### src/rtl/subbytes_seq.sv
// Multi-cycle SubBytes engine: streams a captured word through an external S-box, LANES bytes per cycle.
// Optional macro SUBBYTES_SEQ_SBOX_REG_EN selects a registered S-box with one-cycle return latency.
module subbytes_seq #(
  parameter int NBYTES = 4,
  parameter int LANES  = 1
) (
  input  logic                  clk,
  input  logic                  reset,
  input  logic                  start_i,
  input  logic                  decrypt_i,
  input  logic [8*NBYTES-1:0]   data_i,
  output logic                  ready_o,
  output logic                  busy_o,
  output logic [8*NBYTES-1:0]   data_o,
  output logic [8*LANES-1:0]    sbox_data_o,
  input  logic [8*LANES-1:0]    sbox_data_i,
  output logic                  sbox_decrypt_o
);

  localparam int GROUPS = NBYTES / LANES;
  localparam int CW     = (GROUPS > 1) ? $clog2(GROUPS) : 1;
  localparam int GW     = 8 * LANES;
  localparam int DW     = 8 * NBYTES;
  localparam logic [CW-1:0] LAST = CW'(GROUPS - 1);

  typedef enum logic [1:0] {
    IDLE = 2'd0,
    RUN  = 2'd1,
    DONE = 2'd2
  } state_t;

  state_t          state_r, state_s;
  logic [DW-1:0]   work_r, work_s;
  logic [CW-1:0]   cnt_r, cnt_s;
  logic            mode_r;
  logic [CW-1:0]   wr_idx_s;
  logic            wr_en_s;
  logic            last_s;
  logic            start_ok_s;

  // Group 0 (byte 0, the MSB) sits at the top of the word.
  function automatic int grp_lsb(input logic [CW-1:0] g);
    return (GROUPS - 1 - int'(g)) * GW;
  endfunction

`ifdef SUBBYTES_SEQ_SBOX_REG_EN
  logic            pend_r;
  logic [CW-1:0]   wcnt_r;

  // Write-back trails presentation by one cycle through the registered S-box.
  always_comb begin
    wr_en_s  = (state_r == RUN) && pend_r;
    wr_idx_s = wcnt_r;
    last_s   = pend_r && (wcnt_r == LAST);
  end

  // Tracks which presented group is due back from the S-box.
  always_ff @(posedge clk) begin
    if (reset) begin
      pend_r <= 1'b0;
      wcnt_r <= '0;
    end else begin
      pend_r <= (state_r == RUN) && !last_s;
      wcnt_r <= cnt_r;
    end
  end
`else
  // Combinational S-box: result written back in the same cycle it is presented.
  always_comb begin
    wr_en_s  = (state_r == RUN);
    wr_idx_s = cnt_r;
    last_s   = (cnt_r == LAST);
  end
`endif

  assign sbox_data_o    = work_r[grp_lsb(cnt_r) +: GW];
  assign sbox_decrypt_o = mode_r;
  assign start_ok_s     = start_i && ((state_r == IDLE) || (state_r == DONE));

  // Merge the S-box result into the work word.
  always_comb begin
    work_s = work_r;
    if (wr_en_s) begin
      work_s[grp_lsb(wr_idx_s) +: GW] = sbox_data_i;
    end else begin
      work_s = work_r;
    end
  end

  // Next-state and group counter.
  always_comb begin
    state_s = state_r;
    cnt_s   = cnt_r;
    case (state_r)
      IDLE: begin
        if (start_i) begin
          state_s = RUN;
          cnt_s   = '0;
        end else begin
          state_s = IDLE;
        end
      end
      RUN: begin
        if (last_s) begin
          state_s = DONE;
          cnt_s   = '0;
        end else if (cnt_r != LAST) begin
          cnt_s   = cnt_r + CW'(1);
        end else begin
          cnt_s   = cnt_r;
        end
      end
      DONE: begin
        if (start_i) begin
          state_s = RUN;
          cnt_s   = '0;
        end else begin
          state_s = IDLE;
        end
      end
      default: begin
        state_s = IDLE;
        cnt_s   = '0;
      end
    endcase
  end

  // State, datapath and registered outputs.
  always_ff @(posedge clk) begin
    if (reset) begin
      state_r <= IDLE;
      cnt_r   <= '0;
      work_r  <= '0;
      mode_r  <= 1'b0;
      ready_o <= 1'b0;
      busy_o  <= 1'b0;
      data_o  <= '0;
    end else begin
      state_r <= state_s;
      cnt_r   <= cnt_s;
      busy_o  <= (state_s == RUN);
      ready_o <= (state_r == RUN) && last_s;
      if (start_ok_s) begin
        work_r <= data_i;
        mode_r <= decrypt_i;
      end else begin
        work_r <= work_s;
      end
      if ((state_r == RUN) && last_s) begin
        data_o <= work_s;
      end
    end
  end

endmodule

### config.mk
export PLATFORM = sky130hd
export DESIGN_NAME = subbytes_seq
export DESIGN_NICKNAME = d
export VERILOG_FILES = /design/src/rtl/subbytes_seq.sv
export SDC_FILE = /design/constraint.sdc
export NUM_CORES = 1
export LEC_CHECK = 0
export ABC_AREA = 1
export ABC_CLOCK_PERIOD_IN_PS = 2090
export BUFFER_PORTS_ARGS = -buffer_cell sky130_fd_sc_hd__buf_2
export CORE_ASPECT_RATIO = 0.75
export CORE_UTILIZATION = 44
export DETAILED_ROUTE_END_ITERATION = 8
export PLACE_DENSITY_LB_ADDON = 0.1
export SLEW_MARGIN = 10
export SYNTH_ARGS = -nofsm -noshare
export SYNTH_HDL_FRONTEND = slang
export SYNTH_SLANG_ARGS = --single-unit
### constraint.sdc
create_clock -name clk -period 2.09 [get_ports clk]
set_input_delay 0.3135 -clock clk [delete_from_list [all_inputs] [get_ports clk]]
set_output_delay 0.3135 -clock clk [all_outputs]
set_load 0.01 [all_outputs]
==> flow_metrics.env <==
export IMPL_core_area_um2=7950
export IMPL_seq_area_frac_synth=0.391
export IMPL_finalHoldViolations=0
export IMPL_grt_max_degree=49
export IMPL_mappedNetlistNets=573
export IMPL_slew_headroom=0.688
export IMPL_endpoint_kind="primary output"
export IMPL_synth_edf_count=0
export IMPL_htree_levels=3
export IMPL_place_congestion=0.919
export IMPL_dp_worst_setup_slack_ns=0.215
export IMPL_fin_ws_ns=0.142
export IMPL_p_per_area_nw_per_um2=754
export IMPL_cts_tree="built"
export IMPL_timing_setup_tns_ns=0
export IMPL_grt_pass1_vias=3160
export IMPL_start_kind="flip-flop"
export IMPL_io_pins=87
export IMPL_min_period_ns=1.95
export IMPL_cp_arrival_ns=1.63
export IMPL_clock_path_buffers=2
export IMPL_syn_to_final_growth_pct=21.7
export IMPL_place_inst=701
export IMPL_path_class="reg -> out"
export IMPL_synthTopCellsByArea="dfxtp_1 (39%), inv_1 (11%), o211ai_1 (9.9%), nand2_1 (8.9%), o21ai_0 (8.0%)"
export IMPL_grt_overflow=0
export IMPL_clk_pin_slew_ns=0.07
export IMPL_synth_cell_type_count=25
export IMPL_slew_violations=0
export IMPL_period_share=0.932
export IMPL_synth_cells=524
export IMPL_drive_above_1_share=0.224
export IMPL_clock_sinks=71
export IMPL_drcViolationCount=0
export IMPL_die_area_um2=8630
export IMPL_worst_hold_slack_ns=0.219
export IMPL_skew_ns=0.00982
export IMPL_grt_use_total=0.259
export IMPL_synth_area_um2=3630
export IMPL_nets=656
export IMPL_synth_top_area_share=0.391
export IMPL_ant_nets=0
export IMPL_firstDrtPassIters=5
export IMPL_yosysTopAreaCell="dfxtp_1"
export IMPL_outcome="finished clean"
export IMPL_yosys_warnings=0
export IMPL_hold_class="in -> reg"
export IMPL_finalPower_uw=3330
export IMPL_post_cts_buffers=0
export IMPL_root_buffer="clkbuf_8"
export IMPL_synth_ff_type="dfxtp_1"
export IMPL_setup_viol=0
export IMPL_fmax_mhz=513
export IMPL_clk_latency_ns=0.36
export IMPL_io_buffers=86
export IMPL_drt_iter0_drc=216
export IMPL_fp_row_count=28
export IMPL_wire_per_inst_um=14.7
export IMPL_grt_pass1_wl_um=16700
export IMPL_start_util=0.457
export IMPL_numCtsBuffers=9
export IMPL_n_fill_cell=834
export IMPL_tightest_slew_ns=0.467
export IMPL_hpwl_um=8110
export IMPL_peakVddDrop_mv=0.403
export IMPL_async_reset_ff_frac=0
export IMPL_routed_wl_um=10500
export IMPL_p_leak_uw=0.00238
export IMPL_syn_avg_cell_area_um2=6.93
export IMPL_fin_cells=717
export IMPL_grt_setup_unrepaired="no"
export IMPL_die_h_um=80.7
export IMPL_crit_fanout=12
export IMPL_die_w_um=107
export IMPL_viasPerCell=5.00
export IMPL_synth_seq_cells=71
export IMPL_cap_violations=0
export IMPL_crit_required_ns=1.78
export IMPL_antenna_found_initial=0
export IMPL_antenna_cells=0
export IMPL_vias=3587
==> per-stage QoR <==
stage | cell area, µm² | util
after floorplan | 3630 | -
after global placement | 4170 | 0.524
after detailed placement | 4170 | 0.524
after CTS | 4420 | 0.556
after global routing | 4420 | 0.556
final | 4420 | 0.556
==> critical path: stages, from the launching register on <==
cell	delay (ns)
dfxtp_2	0.46
inv_2	0.08
buf_4	0.18
o21ai_0	0.25
o21ai_0	0.15
buf_2	0.16
==> synth_stat cells, types with 5 or more instances <==
cell type / n
nor2_1: 31
buf_4: 9
dfxtp_1: 71
nand3_1: 33
clkbuf_1: 11
buf_2: 9
o211ai_1: 48
o21ai_0: 58
inv_1: 108
ha_1: 5
a21oi_1: 32
nand2_1: 86
==> worst paths after layout <==
path | startpoint | end | slack (ns) | cells past startpoint
max reg2reg | cnt_r[1]$_SDFFE_PP0P_ | work_r[23]$_SDFF_PP0_ | 0.25 | 9
min | decrypt_i | sbox_decrypt_o$_SDFFE_PP0N_ | 0.22 | 3
max | cnt_r[0]$_SDFFE_PP0P_ | sbox_data_o[1] | 0.14 | 5
min reg2reg | data_o[4]$_SDFFE_PP0P_ | data_o[4]$_SDFFE_PP0P_ | 0.46 | 2
==> repair_timing <==
action                     in CTS  in global routing
setup endpoints to repair       2                  4
pin swaps                       0                  0
hold buffers                    0                  0
resized for setup               1                  1
==> per-layer routing <==
layer	global-route usage	wire length (µm)
met2	0.383	4400
met3	0.0593	654
met5	0	0
met1	0.376	5380
met4	0.0644	82
==> cells by family (layout without fill, tap and decap cells) <==
kind of cell | after synthesis | count (layout) | share of synthesized area
adder cells (fa/ha/maj) | 5 | 5 | 0.0172
buffers and inverters | 145 | 233 | 0.164
AO/OA/AOI/OAI | 141 | 141 | 0.229
AND/OR/NAND/NOR | 162 | 162 | 0.198
flip-flops | 71 | 71 | 0.391
==> cells in the final DEF, fill, tap and decap left out, drive strengths merged <==
cell type / count
nor3: 2
a2bb2oi: 1
nand3: 36
clkbuf: 11
nor2: 36
clkinv: 3
nand2: 88
buf: 103
inv: 113
o21ai: 59
o211ai: 48
a21oi: 33
dfxtp: 71
bufinv: 3
ha: 5
==> flip-flops by register name, indices dropped and copies added, names as in the netlist <==
| signal | count |
|---|---|
| work_r | 32 |
| ready_o | 1 |
| busy_o | 1 |
| data_o | 32 |
| sbox_decrypt_o | 1 |
| cnt_r | 2 |
| state_r | 2 |
==> where the power goes <==
group / total, µW / switching (µW) / internal [µW]
registers: 1470 / 58.8 / 1420
clock network: 1390 / 530 / 858
logic: 471 / 298 / 173
total: 3330 / 887 / 2450
==> cell type report <==
class                      instances  area (µm²)  share of cell area
clock buffer                      11         151              0.0342
sequential                        71        1420               0.322
timing repair buffer             103         571               0.129
tap                              105         131              0.0297
inverter                         114         428              0.0967
multi-input combinational        308        1620               0.365
clock inverter                     5         104              0.0235
Note: power is estimated with default switching activity, not from simulation.
